## config.mk

```make
export PLATFORM = sky130hd
export DESIGN_NAME = imem_stream_loader
export DESIGN_NICKNAME = d
export VERILOG_FILES = /design/src/rtl/imem_stream_loader.sv
export SDC_FILE = /design/constraint.sdc
export NUM_CORES = 2
export LEC_CHECK = 0
export BUFFER_PORTS_ARGS = -buffer_cell sky130_fd_sc_hd__buf_2
export CAP_MARGIN = 20
export CORE_MARGIN = 2
export CORE_UTILIZATION = 50
export CTS_CLUSTER_DIAMETER = 150
export DETAILED_ROUTE_END_ITERATION = 10
export PLACE_DENSITY = 0.66
export SLEW_MARGIN = 20
export SYNTH_ARGS = -nofsm -noshare
export SYNTH_HDL_FRONTEND = slang
export SYNTH_SLANG_ARGS = --single-unit
```

## constraint.sdc

```tcl
create_clock -name i_clk_write -period 106 [get_ports i_clk_write]
set_input_delay 21.2 -clock i_clk_write [delete_from_list [all_inputs] [get_ports i_clk_write]]
set_output_delay 21.2 -clock i_clk_write [all_outputs]
set_load 0.005 [all_outputs]
```

## src/rtl/imem_stream_loader.sv

```systemverilog
// imem_stream_loader
//   Instruction memory filled by a byte-serial valid/ready stream and read by
//   the fetch stage. Bytes are packed MSB-first into words; the write address
//   auto-increments. A load finishes on END_WORD (which is itself stored) or
//   when the memory fills up, in which case o_load_err is raised.
//   Fetch is registered, stall-aware, and flags out-of-range PCs.
//
// Ports
//   i_clk_write   single clock for all logic
//   i_rst         asynchronous active-high reset
//   i_load_start  one-cycle pulse, (re)starts a load; wins over everything else
//   i_byte_valid  stream byte valid
//   i_byte        stream byte
//   o_byte_ready  loader accepts a byte (state LOAD)
//   i_stall       hold fetch outputs
//   i_pc          byte address to fetch
//   o_instruction registered fetched word (0 on fault)
//   o_pc          registered PC matching o_instruction
//   o_pc_fault    registered, PC word index >= DEPTH
//   o_loading     state is LOAD
//   o_load_done   state is RUN
//   o_load_err    sticky, memory filled without END_WORD
//   o_prog_len    words written by the last load
module imem_stream_loader #(
    parameter int unsigned           DATA_WIDTH     = 32,
    parameter int unsigned           DEPTH          = 64,
    parameter int unsigned           ADDR_WIDTH     = $clog2(DEPTH),
    parameter int unsigned           BYTES_PER_WORD = DATA_WIDTH / 8,
    parameter logic [DATA_WIDTH-1:0] END_WORD       = 32'hFFFF_FFFF
) (
    input  logic                  i_clk_write,
    input  logic                  i_rst,
    input  logic                  i_load_start,
    input  logic                  i_byte_valid,
    input  logic [7:0]            i_byte,
    output logic                  o_byte_ready,
    input  logic                  i_stall,
    input  logic [DATA_WIDTH-1:0] i_pc,
    output logic [DATA_WIDTH-1:0] o_instruction,
    output logic [DATA_WIDTH-1:0] o_pc,
    output logic                  o_pc_fault,
    output logic                  o_loading,
    output logic                  o_load_done,
    output logic                  o_load_err,
    output logic [ADDR_WIDTH:0]   o_prog_len
);

    localparam int unsigned CNT_W      = (BYTES_PER_WORD > 1) ? $clog2(BYTES_PER_WORD) : 1;
    localparam int unsigned BYTE_SHIFT = $clog2(BYTES_PER_WORD);

    typedef enum logic [1:0] {StIdle, StLoad, StRun} state_e;

    state_e                  state_q, state_d;
    logic [DATA_WIDTH-1:0]   mem [DEPTH];
    logic [DATA_WIDTH-1:0]   asm_q, asm_d;
    logic [CNT_W-1:0]        byte_cnt_q, byte_cnt_d;
    logic [ADDR_WIDTH-1:0]   wr_addr_q, wr_addr_d;
    logic [ADDR_WIDTH:0]     prog_len_q, prog_len_d;
    logic                    load_err_q, load_err_d;
    logic                    wr_en;
    logic [DATA_WIDTH-1:0]   wr_word;
    logic [CNT_W-1:0]        lane;

    logic [DATA_WIDTH-1:0]   instr_q, pc_q;
    logic                    fault_q;
    logic [DATA_WIDTH-1:0]   word_idx;
    logic                    pc_in_range;
    logic [ADDR_WIDTH-1:0]   rd_idx;

    // ---------------------------------------------------------------------
    // Load FSM and byte assembly
    // ---------------------------------------------------------------------
    always_comb begin
        state_d    = state_q;
        asm_d      = asm_q;
        byte_cnt_d = byte_cnt_q;
        wr_addr_d  = wr_addr_q;
        prog_len_d = prog_len_q;
        load_err_d = load_err_q;
        wr_en      = 1'b0;
        // First byte of a word lands in the top lane, later bytes go downward.
        lane       = CNT_W'(BYTES_PER_WORD - 1) - byte_cnt_q;
        wr_word    = asm_q;
        wr_word[lane*8 +: 8] = i_byte;

        if (i_load_start) begin
            // Memory contents are kept; only the load bookkeeping restarts.
            state_d    = StLoad;
            byte_cnt_d = '0;
            wr_addr_d  = '0;
            prog_len_d = '0;
            load_err_d = 1'b0;
        end else if (state_q == StLoad && i_byte_valid) begin
            if (byte_cnt_q == CNT_W'(BYTES_PER_WORD - 1)) begin
                wr_en      = 1'b1;
                byte_cnt_d = '0;
                wr_addr_d  = wr_addr_q + ADDR_WIDTH'(1);
                prog_len_d = prog_len_q + (ADDR_WIDTH + 1)'(1);
                if (wr_word == END_WORD) begin
                    state_d = StRun;
                end else if (wr_addr_q == ADDR_WIDTH'(DEPTH - 1)) begin
                    state_d    = StRun;
                    load_err_d = 1'b1;
                end
            end else begin
                asm_d      = wr_word;
                byte_cnt_d = byte_cnt_q + CNT_W'(1);
            end
        end
    end

    always_ff @(posedge i_clk_write or posedge i_rst) begin
        if (i_rst) begin
            state_q    <= StIdle;
            asm_q      <= '0;
            byte_cnt_q <= '0;
            wr_addr_q  <= '0;
            prog_len_q <= '0;
            load_err_q <= 1'b0;
        end else begin
            state_q    <= state_d;
            asm_q      <= asm_d;
            byte_cnt_q <= byte_cnt_d;
            wr_addr_q  <= wr_addr_d;
            prog_len_q <= prog_len_d;
            load_err_q <= load_err_d;
        end
    end

    always_ff @(posedge i_clk_write or posedge i_rst) begin
        if (i_rst) begin
            for (int unsigned i = 0; i < DEPTH; i++) begin
                mem[i] <= '0;
            end
        end else if (wr_en) begin
            mem[wr_addr_q] <= wr_word;
        end
    end

    // ---------------------------------------------------------------------
    // Fetch
    // ---------------------------------------------------------------------
    always_comb begin
        word_idx    = i_pc >> BYTE_SHIFT;
        pc_in_range = (word_idx < DATA_WIDTH'(DEPTH));
        rd_idx      = word_idx[ADDR_WIDTH-1:0];
    end

    // Gating on the next state clears the outputs already on the first LOAD
    // cycle, including when a load is restarted from RUN.
    always_ff @(posedge i_clk_write or posedge i_rst) begin
        if (i_rst) begin
            instr_q <= '0;
            pc_q    <= '0;
            fault_q <= 1'b0;
        end else if (state_d != StRun) begin
            instr_q <= '0;
            pc_q    <= '0;
            fault_q <= 1'b0;
        end else if (state_q == StRun && !i_stall) begin
            pc_q <= i_pc;
            if (pc_in_range) begin
                instr_q <= mem[rd_idx];
                fault_q <= 1'b0;
            end else begin
                instr_q <= '0;
                fault_q <= 1'b1;
            end
        end
    end

    always_comb begin
        o_loading     = (state_q == StLoad);
        o_load_done   = (state_q == StRun);
        o_byte_ready  = (state_q == StLoad);
        o_load_err    = load_err_q;
        o_prog_len    = prog_len_q;
        o_instruction = instr_q;
        o_pc          = pc_q;
        o_pc_fault    = fault_q;
    end

endmodule
```

# After elaboration in Yosys (flattened, before gate mapping)
# Index checks and enable logic that the tools add are counted.
# classes
bitwise,4
shifts,2
n_mux,37
n_eq_ne,7
add_sub_neg,5
reduce_logical,11
order_cmp,4
# ops
op,count
bitwise mux 2048 bit,1
2-to-1 mux 32 bit,8
binary-select mux 32 bit (select 6 bit),1
demux 32 bit (select 6 bit),1
negator 5 -> 34 bit,1
"variable shift 8 x 34 -> 32 bit, first input constant",1
indexed part select 8 x 34 -> 32 bit,1
bitwise mux 32 bit,1
"== test 32 bit, second input constant",1
"less-than comparator 30 x 7 -> 1 bit, second input constant",1
2-to-1 mux 7 bit,3
2-to-1 mux 6 bit,3
2-to-1 mux 2 bit,8
">= comparator 7 bit, second input constant",2
inverter 6 -> 7 bit,2
2-to-1 mux 1 bit,11
nonzero test 2 bit,4
"adder 7 x 1 -> 7 bit, second input constant",1
"less-than comparator 7 x 1 -> 1 bit, second input constant",1
"adder 6 x 1 -> 6 bit, second input constant",1
"== test 6 bit, second input constant",1
"== test 2 bit, second input constant",2
"inequality test 2 bit, second input constant",2
AND reduction 4 bit,1
other kinds (8),11
# word_totals
ff_bits,2163
input_bits,45
wordCells,143
out_inout_bits,76

# Logic depth before layout (Yosys ltp)
# logic_depth
word_depth,11
ltp_mapped,13
mapped_depth_nobuf,9

# Worst setup path after synthesis
# Ideal clock, no wire load.
# synth_path
kind,input port to flip-flop
from,in i_pc[2]
to,reg instr_q[28] (netlist: o_instruction[28])
n_path_buf,3
arrival_time_ps,23276
setup_slack_ps,82587
setup_ps,136
required_time_ps,105864
stages,8
cell_sequence,buf_2 buf_2 buf_1 mux4_2 a22oi_1 nand2_1 a221oi_1 a21oi_1
# synth_via
elab_chain_cells,7
word_cells_on_any_way,8
classes_between,1 x order compare; 6 x mux; 1 x bitwise
# synth_lines
element,line,source
from (decl),38,"input logic [DATA_WIDTH-1:0] i_pc,"
inverter 6 -> 7 bit (not written as such),163,instr_q <= mem[rd_idx];
binary-select mux 32 bit (select 6 bit),163,
2-to-1 mux 32 bit (not written as such) (2 in a row),163,
2-to-1 mux 32 bit *,162,if (pc_in_range) begin
2-to-1 mux 32 bit *,160,end else if (state_q == StRun && !i_stall) begin
2-to-1 mux 32 bit *,156,end else if (state_d != StRun) begin
to (signal assigned),163,
to (decl),64,"logic [DATA_WIDTH-1:0] instr_q, pc_q;"
# Mark *: on every way between the ends. The rest lies on a longest branch, timed or not. The select of a mux whose other input is x is not followed.
# A chain may end at the register's enable or synchronous reset.

==> flow_summary_export.csv <==
group,metric,value,unit
sta,setup_violations,0,
logic_synthesis,yosys.area_share.simple,0.109,
global_route,grt_pass1_wl,452000,um
power,cellPowerDensity,16.9,nW/um2
global_route,grt_antenna_before_repair,12,
setup_path,crit_arrival,26.05,ns
route,dr.pass1.iters,6,
sta,hold_viol_final,0,
sta,maxSlewViolCount,0,
sta,layout_min_cycle_time,25.21,ns
placed_design,postPlaceCellArea,96500,um2
power,comb_power_share,0.073,
logic_synthesis,synth_edf_count,0,
clock_tree,h-tree-depth,4,
sta,tightest_slew,1.19,ns
power,ir_drop,0.0135,mV
cells_and_area,n_fill_cell,15700,
logic_synthesis,yosysSeqAreaShare,0.577,
logic_synthesis,synth-compound-area-share,0.152,
die,io_pins,121,
cells_and_area,final_area,104000,um2
power,p_sw_frac,0.250,
cells_and_area,ff_latch_area,54100,um2
clock_tree,cts.sinks,2163,
sta,slew_headroom,0.200,
global_route,gr-usage-all-layers,0.318,
cells_and_area,area_growth,10.8,%
clock_tree,postCtsSetupRepairBufs,0,
logic_synthesis,synth_ff_type,"dfrtp_1",
cells_and_area,multiInputGateArea,37100,um2
route,via_count,70300,
placed_design,hpwlAfterDp,172000,um
clock_tree,numCtsBuffers,215,
setup_path,endpoint_kind,"async pin",
logic_synthesis,async_flop_share,1.00,
logic_synthesis,ys_ff_latch,2163,
die,start_util,0.505,
sta,fin_worst_skew,0.0429,ns
die,die_area,191000,um2
die,core.rowCount,158,
die,die_w,437,um
clock_tree,clkLatencyLatePin,0.89,ns
placed_design,placedCellCount,10900,
die,die_h,437,um
power,p_int,1320,uW
setup_path,cp.required,106.84,ns
route,drt_iter0_markers,7778,
global_route,grt.busiest_layer,"met2",
logic_synthesis,syn-num-nets,9042,
power,power_leakage,0.0474,uW
logic_synthesis,synth_top_family_by_area,"compound AO/OA/AOI/OAI gates",
logic_synthesis,synth-adder-area-share,0.000934,
clock_tree,cts_tree,"yes",
hold_path,hp-class,"reg -> reg",
clock_tree,cts_buffer_depth,3,
outcome,outcome,"finished clean",
global_route,use_met3,0.0660,
job,drv_cap,0,
cells_and_area,fin_nets,8689,
logic_synthesis,syn_area_per_cell,10.4,um2
logic_synthesis,ys_types,60,
logic_synthesis,synth-xor-area-share,0.00112,
cells_and_area,fin_cells,11300,
setup_path,start_kind,"input port",
global_route,overflow,0,
clock_tree,clk_pin_slew,0.06,ns
placed_design,gp_congestion,0.856,
sta,setup_ws,80.79,ns
route,antenna_left,0,
placed_design,place_ws,79.76,ns
logic_synthesis,synthMuxAreaShare,0.122,
clock_tree,cts_root_buf,"clkbuf_16",
route,drt_wl_total,303000,um
route,wl_per_cell,26.8,um
sta,rsz0062_at_grt,"no",
clock_tree,post_cts_resized,0,
power,switchingPower,440,uW
logic_synthesis,netlist_instances,8990,
route,vias_per_cell,6.22,
sta,finalSetupTns,0,ns
die,core_area,186000,um2
setup_path,crit_fanout,150,
placed_design,port_buffers,120,
route,drc,0,
global_route,grt_pass1_vias,68700,
global_route,grt_max_degree,185,
global_route,gr-usage-met2,0.494,
power,clkPwrFrac,0.454,
logic_synthesis,netlist_area,93800,um2
cells_and_area,drive_gt1_frac,0.131,
global_route,use_met1,0.427,
sta,period_share,0.238,
setup_path,critPathKind,"in -> async",
logic_synthesis,yosys_warnings,0,
clock_tree,postCtsHoldBufs,0,
sta,fmax,39.7,MHz
power,power_frac_seq,0.473,
-- stage by stage --
| stage | total power, uW | hold WS, ns | utilization |
|---|---|---|---|
| final | 1750 | 0.475 | 0.560 |
| after global routing | 1800 | 0.495 | 0.559 |
| after CTS | 1760 | 0.475 | 0.559 |
| after detailed placement | 970 | 0.462 | 0.519 |
| after global placement | 969 | 0.455 | 0.519 |
| after floorplan | 923 | 0.442 | - |
-- sequential cells by signal, summed over array words and instances, names as in the netlist, 2 cells and up --
signal,cells
state_q,2
o_pc,32
byte_cnt_q,2
o_instruction,32
o_prog_len,7
wr_addr_q,6
asm_q,32
mem,2048
-- layer usage --
metal  share of wire  up-vias
li1                -    30600
met1            0.40    35700
met2            0.46     3284
met3           0.091      718
met4           0.055        8
met5         0.00015        -
-- synth_stat cells (3+ instances only) --
cell type | instances | area (um2)
nor3b_1 | 3 | 22.5
o211ai_1 | 22 | 165
a21oi_1 | 1662 | 8320
nor2b_1 | 38 | 238
a211oi_1 | 10 | 75.1
a32oi_1 | 4 | 35.0
o31ai_1 | 8 | 60.1
o22ai_1 | 20 | 125
nand4_1 | 18 | 113
mux2_2 | 10 | 113
ha_1 | 7 | 87.6
mux4_2 | 365 | 8220
buf_1 | 52 | 195
mux2i_1 | 312 | 3120
nand2b_1 | 11 | 68.8
nor3_1 | 49 | 245
a22oi_1 | 64 | 480
inv_1 | 10 | 37.5
a22o_1 | 6 | 52.6
buf_2 | 93 | 465
a221oi_1 | 112 | 981
buf_4 | 12 | 90.1
a31oi_1 | 37 | 231
nand3_1 | 35 | 175
nor4_1 | 17 | 106
o32ai_1 | 6 | 52.6
dfrtp_1 | 2163 | 54100
nor2_1 | 1648 | 6190
and2_1 | 5 | 31.3
and3_1 | 7 | 43.8
xnor2_1 | 5 | 43.8
nand2_1 | 735 | 2760
xor2_1 | 7 | 61.3
a221o_1 | 43 | 430
o21ai_0 | 626 | 3130
and3b_1 | 12 | 105
a32o_1 | 3 | 30.0
clkbuf_1 | 721 | 2710
or2_2 | 5 | 31.3
-- power groups by stage --
stage / clock, uW / combinational (uW) / sequential (uW)
final: 797 / 128 / 830
after detailed placement: 0 / 125 / 845
after global routing: 838 / 134 / 829
after CTS: 804 / 125 / 830
after floorplan: 0 / 75.3 / 848
after global placement: 0 / 124 / 845
-- final timing paths --
check | from | endpoint | slack (ns) | cells after the start
worst max register to register | byte_cnt_q[0]$_DFFE_PP0P_ | o_instruction[5]$_DFFE_PP0P_ | 101.15 | 11
min in group asynchronous | i_rst | mem[1803]$_DFFE_PP0P_ | 20.47 | 2
max in group i_clk_write | i_pc[2] | o_instruction[6]$_DFFE_PP0P_ | 80.97 | 11
worst min register to register | asm_q[27]$_DFFE_PP0P_ | asm_q[27]$_DFFE_PP0P_ | 0.47 | 2
worst min-delay path | asm_q[27]$_DFFE_PP0P_ | asm_q[27]$_DFFE_PP0P_ | 0.47 | 2
worst max-delay path | i_rst | mem[1114]$_DFFE_PP0P_ | 80.79 | 7
-- area by class of cell --
class,count,share of cell area
Clock inverter,76,0.00986
Multi-Input combinational cell,5938,0.357
Timing Repair Buffer,308,0.0210
Sequential cell,2163,0.521
Inverter,11,0.000542
Antenna cell,4,0.0000963
Clock buffer,321,0.0614
Tap cell,2480,0.0298
-- cell families (layout without fill, tap and decap cells) --
kind of cell / count (synthesis) / after routing
buffers and inverters: 889 / 716
AO/OA/AOI/OAI: 2635 / 2635
adder cells (fa/ha/maj): 7 / 7
XOR/XNOR: 12 / 12
other: 0 / 4
flip-flops: 2163 / 2163
multiplexers: 687 / 687
AND/OR/NAND/NOR: 2597 / 2597
-- placed cells by master, fill, tap and decap left out, drive strengths merged, types with 7 or more instances in the layout --
master,count
and3,7
mux2,10
nand2,735
a211oi,10
clkbuf,321
o211ai,22
nor2b,38
nand3,35
inv,16
ha,7
a221o,43
mux4,365
and3b,12
a221oi,112
o22ai,20
o31ai,8
a31oi,37
a21oi,1662
a22oi,64
o21ai,626
clkinv,46
xor2,7
nor3,50
buf,308
nor2,1648
dfrtp,2163
nand4,18
nor4,18
bufinv,19
mux2i,312
nand2b,11
-- critical path: stages --
cell	delay, ns
buf_2	0.13
inv_8	0.50
buf_12	0.61
buf_4	0.83
buf_4	0.69
buf_4	0.77
buf_4	0.87
No activity file was read; power rests on OpenSTA's default activity.
